==> src/rtl/stepper_seq_driver.sv <==
// stepper_seq_driver
//   Sequences the 4-bit H-bridge phase drive for a stepper motor. Accepts a
//   move command (step count, direction, full/half-step mode, step-rate
//   divider) over a valid/ready handshake and emits one phase update per
//   divider+1 clock cycles until the count is exhausted or the move is
//   aborted. At idle the last phase is held (IDLE_HOLD=1) or the bridge
//   coasts with all outputs low (IDLE_HOLD=0).
//
// Ports
//   clk         system clock
//   PRESERN     synchronous active-low reset
//   cmd_valid   command present
//   cmd_ready   command can be accepted (idle)
//   cmd_steps   number of steps to move
//   cmd_dir     1 = forward, 0 = reverse
//   cmd_half    1 = half-step, 0 = full-step
//   step_div    step period minus one, in clk cycles
//   abort       stop the current move
//   hb_state    H-bridge phase drive
//   steps_left  steps remaining in the current move
//   dir         latched direction of the current/last move
//   busy        move in progress
//   done        one-cycle pulse at move end (normal, abort or zero-length)
module stepper_seq_driver #(
    parameter int unsigned CNT_W     = 32,
    parameter int unsigned DIV_W     = 16,
    parameter bit          IDLE_HOLD = 1'b1
) (
    input  logic             clk,
    input  logic             PRESERN,
    input  logic             cmd_valid,
    output logic             cmd_ready,
    input  logic [CNT_W-1:0] cmd_steps,
    input  logic             cmd_dir,
    input  logic             cmd_half,
    input  logic [DIV_W-1:0] step_div,
    input  logic             abort,
    output logic [3:0]       hb_state,
    output logic [CNT_W-1:0] steps_left,
    output logic             dir,
    output logic             busy,
    output logic             done
);

    typedef enum logic {
        S_IDLE,
        S_RUN
    } state_t;

    state_t             state_q, state_d;
    logic [2:0]         ptr_q, ptr_d;
    logic [3:0]         hb_q, hb_d;
    logic [CNT_W-1:0]   steps_q, steps_d;
    logic               dir_q, dir_d;
    logic               half_q, half_d;
    logic [DIV_W-1:0]   div_q, div_d;
    logic [DIV_W-1:0]   presc_q, presc_d;
    logic               done_q, done_d;
    logic               energ_q, energ_d;

    logic [2:0]         adv;
    logic [2:0]         ptr_nx;

    function automatic logic [3:0] phase(input logic [2:0] idx);
        logic [3:0] p;
        case (idx)
            3'd0:    p = 4'b1001;
            3'd1:    p = 4'b0001;
            3'd2:    p = 4'b0101;
            3'd3:    p = 4'b0100;
            3'd4:    p = 4'b0110;
            3'd5:    p = 4'b0010;
            3'd6:    p = 4'b1010;
            default: p = 4'b1000;
        endcase
        return p;
    endfunction

    // An odd pointer only occurs in full-step mode on the first advance of a
    // move; stepping by one lands on the even (full-step) index.
    assign adv    = (half_q || ptr_q[0]) ? 3'd1 : 3'd2;
    assign ptr_nx = dir_q ? (ptr_q + adv) : (ptr_q - adv);

    always_comb begin
        state_d = state_q;
        ptr_d   = ptr_q;
        hb_d    = hb_q;
        steps_d = steps_q;
        dir_d   = dir_q;
        half_d  = half_q;
        div_d   = div_q;
        presc_d = presc_q;
        done_d  = 1'b0;
        energ_d = energ_q;

        case (state_q)
            S_IDLE: begin
                if (IDLE_HOLD == 1'b0) begin
                    hb_d    = '0;
                    energ_d = 1'b0;
                end
                if (cmd_valid) begin
                    dir_d   = cmd_dir;
                    half_d  = cmd_half;
                    div_d   = step_div;
                    presc_d = step_div;
                    steps_d = cmd_steps;
                    if (cmd_steps == '0) begin
                        done_d = 1'b1;
                    end else begin
                        state_d = S_RUN;
                    end
                end
            end
            S_RUN: begin
                if (abort) begin
                    state_d = S_IDLE;
                    steps_d = '0;
                    done_d  = 1'b1;
                end else if (presc_q == '0) begin
                    presc_d = div_q;
                    // First tick after a de-energised idle only re-applies the
                    // stored phase; it still consumes a step.
                    if (energ_q) begin
                        ptr_d = ptr_nx;
                        hb_d  = phase(ptr_nx);
                    end else begin
                        energ_d = 1'b1;
                        hb_d    = phase(ptr_q);
                    end
                    if (steps_q != '0) begin
                        steps_d = steps_q - 1'b1;
                    end
                    if (steps_q <= CNT_W'(1)) begin
                        state_d = S_IDLE;
                        done_d  = 1'b1;
                    end
                end else begin
                    presc_d = presc_q - 1'b1;
                end
            end
            default: state_d = S_IDLE;
        endcase
    end

    always_ff @(posedge clk) begin
        if (!PRESERN) begin
            state_q <= S_IDLE;
            ptr_q   <= '0;
            hb_q    <= '0;
            steps_q <= '0;
            dir_q   <= 1'b1;
            half_q  <= 1'b0;
            div_q   <= '0;
            presc_q <= '0;
            done_q  <= 1'b0;
            energ_q <= 1'b0;
        end else begin
            state_q <= state_d;
            ptr_q   <= ptr_d;
            hb_q    <= hb_d;
            steps_q <= steps_d;
            dir_q   <= dir_d;
            half_q  <= half_d;
            div_q   <= div_d;
            presc_q <= presc_d;
            done_q  <= done_d;
            energ_q <= energ_d;
        end
    end

    assign cmd_ready  = (state_q == S_IDLE);
    assign busy       = (state_q == S_RUN);
    assign hb_state   = hb_q;
    assign steps_left = steps_q;
    assign dir        = dir_q;
    assign done       = done_q;

endmodule

==> config.mk <==
export PLATFORM = sky130hd
export DESIGN_NAME = stepper_seq_driver
export DESIGN_NICKNAME = d
export VERILOG_FILES = /design/src/rtl/stepper_seq_driver.sv
export SDC_FILE = /design/constraint.sdc
export NUM_CORES = 1
export LEC_CHECK = 0
export ABC_CLOCK_PERIOD_IN_PS = 4200
export CAP_MARGIN = 5
export CORE_AREA = 2 2 93 118
export CTS_CLUSTER_DIAMETER = 30
export CTS_CLUSTER_SIZE = 20
export DETAILED_ROUTE_END_ITERATION = 10
export DIE_AREA = 0 0 95 120
export GPL_ROUTABILITY_DRIVEN = 0
export PLACE_DENSITY = 0.78
export SLEW_MARGIN = 20
export SYNTH_ARGS = -nofsm -noshare
export SYNTH_HDL_FRONTEND = slang
export SYNTH_SLANG_ARGS = --single-unit
==> constraint.sdc <==
create_clock -name clk -period 4.2 [get_ports clk]
set_input_delay 0.63 -clock clk [delete_from_list [all_inputs] [get_ports clk]]
set_output_delay 0.63 -clock clk [all_outputs]
set_load 0.02 [all_outputs]
==> metrics.md <==
| Metric | Value |
|---|---|
| Status | finished clean |
| Main flop type after synthesis | dfxtp_1 |
| Post-synth EDFFs | 0 |
| Nets | 727 |
| Drt pass-1 iters | 5 |
| GR Util met1 | 0.2882 |
| Syn nets | 654 |
| Antenna Cells | 0 |
| Lkg Pwr | 2.193 nW |
| Syn Area/Cell | 7.631 sq um |
| Part of the power in registers | 0.400 |
| # DRC | 0 |
| Hold-fix buffers at CTS | 0 |
| Port Buffers | 93 |
| GR Util met3 | 0.04708 |
| Vias per cell | 6.009 |
| First-pass GRT wire length | 21.47 mm |
| #FFs+latches synth | 76 |
| Fmax | 348.2 MHz |
| Layout cells sized above 1 | 0.06994 |
| Final Cycle Share | 0.6837 |
| Clock share of power | 0.333 |
| Combinational share of power | 0.267 |
| Clock slew at reported path FFs | 0.06 ns |
| Critical Path AT | 3.10 ns |
| CP max FO | 15 |
| PostCTS Resize Cnt | 0 |
| Crit-path slowest cell | nor4_1 |
| Die Y | 120 um |
| Initial antenna violation count | 0 |
| Internal Power | 1.437 mW |
| Congestion Overflow GR | 0 |
| Die Span X | 95 um |
| Root Driver | clkbuf_16 |
| CP peak stage delay | 0.76 ns |
| Area of the die | 11400 sq um |
| Starting Density | 0.4379 |
| Clock Path Buffers | 2 |
| Cell area after layout | 5792 sq um |
| H-Tree Depth | 3 |
| Largest net degree at the start of global routing | 71 |
| Syn Inst Count | 594 |
| DR WL/cell | 16.67 um |
| Routed Antenna Nets | 0 |
| Setup repair bufs after CTS | 0 |
| Total track usage | 0.2364 |
| Area growth syn-to-layout | 27.77% |
| Post-synth ARST share | 0 |
| Post-synthesis sequential area ratio | 0.3356 |
| Net Sw Frac | 0.3236 |
| Fin. Hold Viols | 0 |
| PD cells | 366.9 nW/um^2 |
| CP required | 4.43 ns |
| Final Setup Violations | 0 |
| Sw Pwr | 687.7 uW |
| # IOs | 94 |
| Maximum VDD drop | 0.2221 mV |
| Met2 GRT Util | 0.4025 |
| Routed Wire Length | 13.40 mm |
| Global routing's busiest layer | met2 |
| Setup crit end kind | flop |
| Crit-path cells | nor4_1 -> nand3_1 -> nor3_1 -> mux2i_1 -> nor2_1 -> o221a_2 |
| Post-DP HPWL | 9.168 mm |
| Min cycle time layout | 2.872 ns |
| Total number of vias | 4831 |
| Placed cell area | 5525 sq um |
| Yosys cell types | 70 |
| Hold WS | 0.4596 ns |
| Yosys warnings | 0 |
| Critical path class | reg2reg |
| Worst setup SP type | flop |
| Final Slew Violations | 0 |
| HP Class | reg2reg |
| Row Count | 42 |
| # clock sinks | 76 |
| Starting DRT DRC Count | 317 |
| CTS tree | yes |
| Slew margin rel. | 0.3981 |
| Vias in the first global route | 4454 |
| Worst slew pin tran | 0.8946 ns |
| Max-capacitance violation count | 0 |
| Clock Latency Late Sink | 0.34 ns |
| Clock Skew | 0.007060 ns |
| TritonCTS buffer count | 9 |
| TNS Setup | 0 ns |
| Synthesized area | 4533 sq um |
| Core Box Area | 10350 sq um |
| RSZ-0062 raised after global routing | no |
-- power by group through the flow --
stage | Clock [mW] | Combinational [mW] | Sequential [mW]
2_1_floorplan | 0 | 0.329 | 0.882
3_3_place_gp | 0 | 0.549 | 0.859
3_5_place_dp | 0 | 0.560 | 0.863
4_1_cts | 0.716 | 0.565 | 0.848
5_1_grt | 0.752 | 0.620 | 0.858
6_report | 0.707 | 0.568 | 0.850
-- stage by stage --
stage                     cells  power (mW)  utilization  setup WS [ns]
after global placement      788       1.409       0.5337          1.369
after global routing        804       2.230       0.5595          1.121
after detailed placement    788       1.423       0.5337          1.207
final                       804       2.125       0.5595          1.328
after CTS                   804       2.129       0.5592          1.407
after floorplan             594       1.211            -          1.814
-- final cells by class --
class,count,area (sq um)
inverters,18,67.56
clock inverters,2,10.01
well taps,132,165.2
multi-input cells,461,2785
clock buffers,14,254.0
repair buffers,101,988.4
fillers,960,4561
flip-flops and latches,76,1521
-- flip-flops by register name, summed over array words and instances, names as in the netlist --
signal / count
ptr_q: 3
hb_state: 4
steps_left: 32
busy: 1
done: 1
presc_q: 16
half_q: 1
div_q: 16
dir: 1
energ_q: 1
-- kinds of logic after synthesis --
| group | synth area share |
|---|---|
| mux | 0.008833 |
| xor+xnor | 0.02898 |
| flops | 0.3356 |
| fa+ha+maj | 0.01822 |
| simple gates | 0.2727 |
| buf+inv | 0.05051 |
| compound gates | 0.2851 |
-- routing by layer --
| layer | wire length, um | vias to the layer above |
|---|---|---|
| met5 | 0 | - |
| met1 | 5471 | 2271 |
| li1 | - | 2328 |
| met3 | 923 | 28 |
| met4 | 281 | 0 |
| met2 | 6725 | 204 |
-- path summary, 6_finish.rpt --
path	startpoint	to	slack, ns	depth (start not counted)
min reg2reg	div_q[3]	div_q[3]	0.46	2
max	steps_left[2]	steps_left[29]	1.33	6
min	div_q[3]	div_q[3]	0.46	2
max reg2reg	steps_left[2]	steps_left[29]	1.33	6
-- cell usage in the layout (no fill, tap or decap), types with 4 or more instances in the layout --
master / count
o21ai_0: 61
a31o_2: 4
nor3_2: 4
o32ai_1: 6
clkdlybuf4s50_1: 92
nand2_1: 95
inv_1: 18
nor3_1: 13
buf_4: 9
a21boi_0: 23
clkbuf_1: 4
o221ai_1: 9
a21oi_1: 35
dfxtp_1: 76
and2_1: 7
nor2b_1: 5
nor2_1: 38
xor2_1: 9
a221oi_1: 9
nor4_1: 20
and3_1: 7
nand3_1: 19
o211ai_1: 7
clkbuf_16: 9
ha_1: 5
nand4_1: 4
xnor2_1: 6
mux2i_1: 4
-- synth_stat cells, drive strengths merged (17+ instances only) --
| library cell | count | area share |
|---|---|---|
| a21boi | 26 | 0.043 |
| a21oi | 36 | 0.041 |
| clkbuf | 30 | 0.025 |
| dfxtp | 76 | 0.34 |
| inv | 18 | 0.015 |
| nand2 | 97 | 0.083 |
| nand3 | 19 | 0.021 |
| nor2 | 39 | 0.032 |
| nor3 | 17 | 0.023 |
| nor4 | 23 | 0.038 |
| o21ai | 63 | 0.072 |
-- worst max-delay path, delay by kind of cell (launching register included) --
family,cells,cell delay [ns]
and+or+nand+nor,4,1.89
DFF,1,0.38
AOI/OAI and AO/OA,1,0.25
muxes,1,0.24
Power figures use the tool's default switching activity.
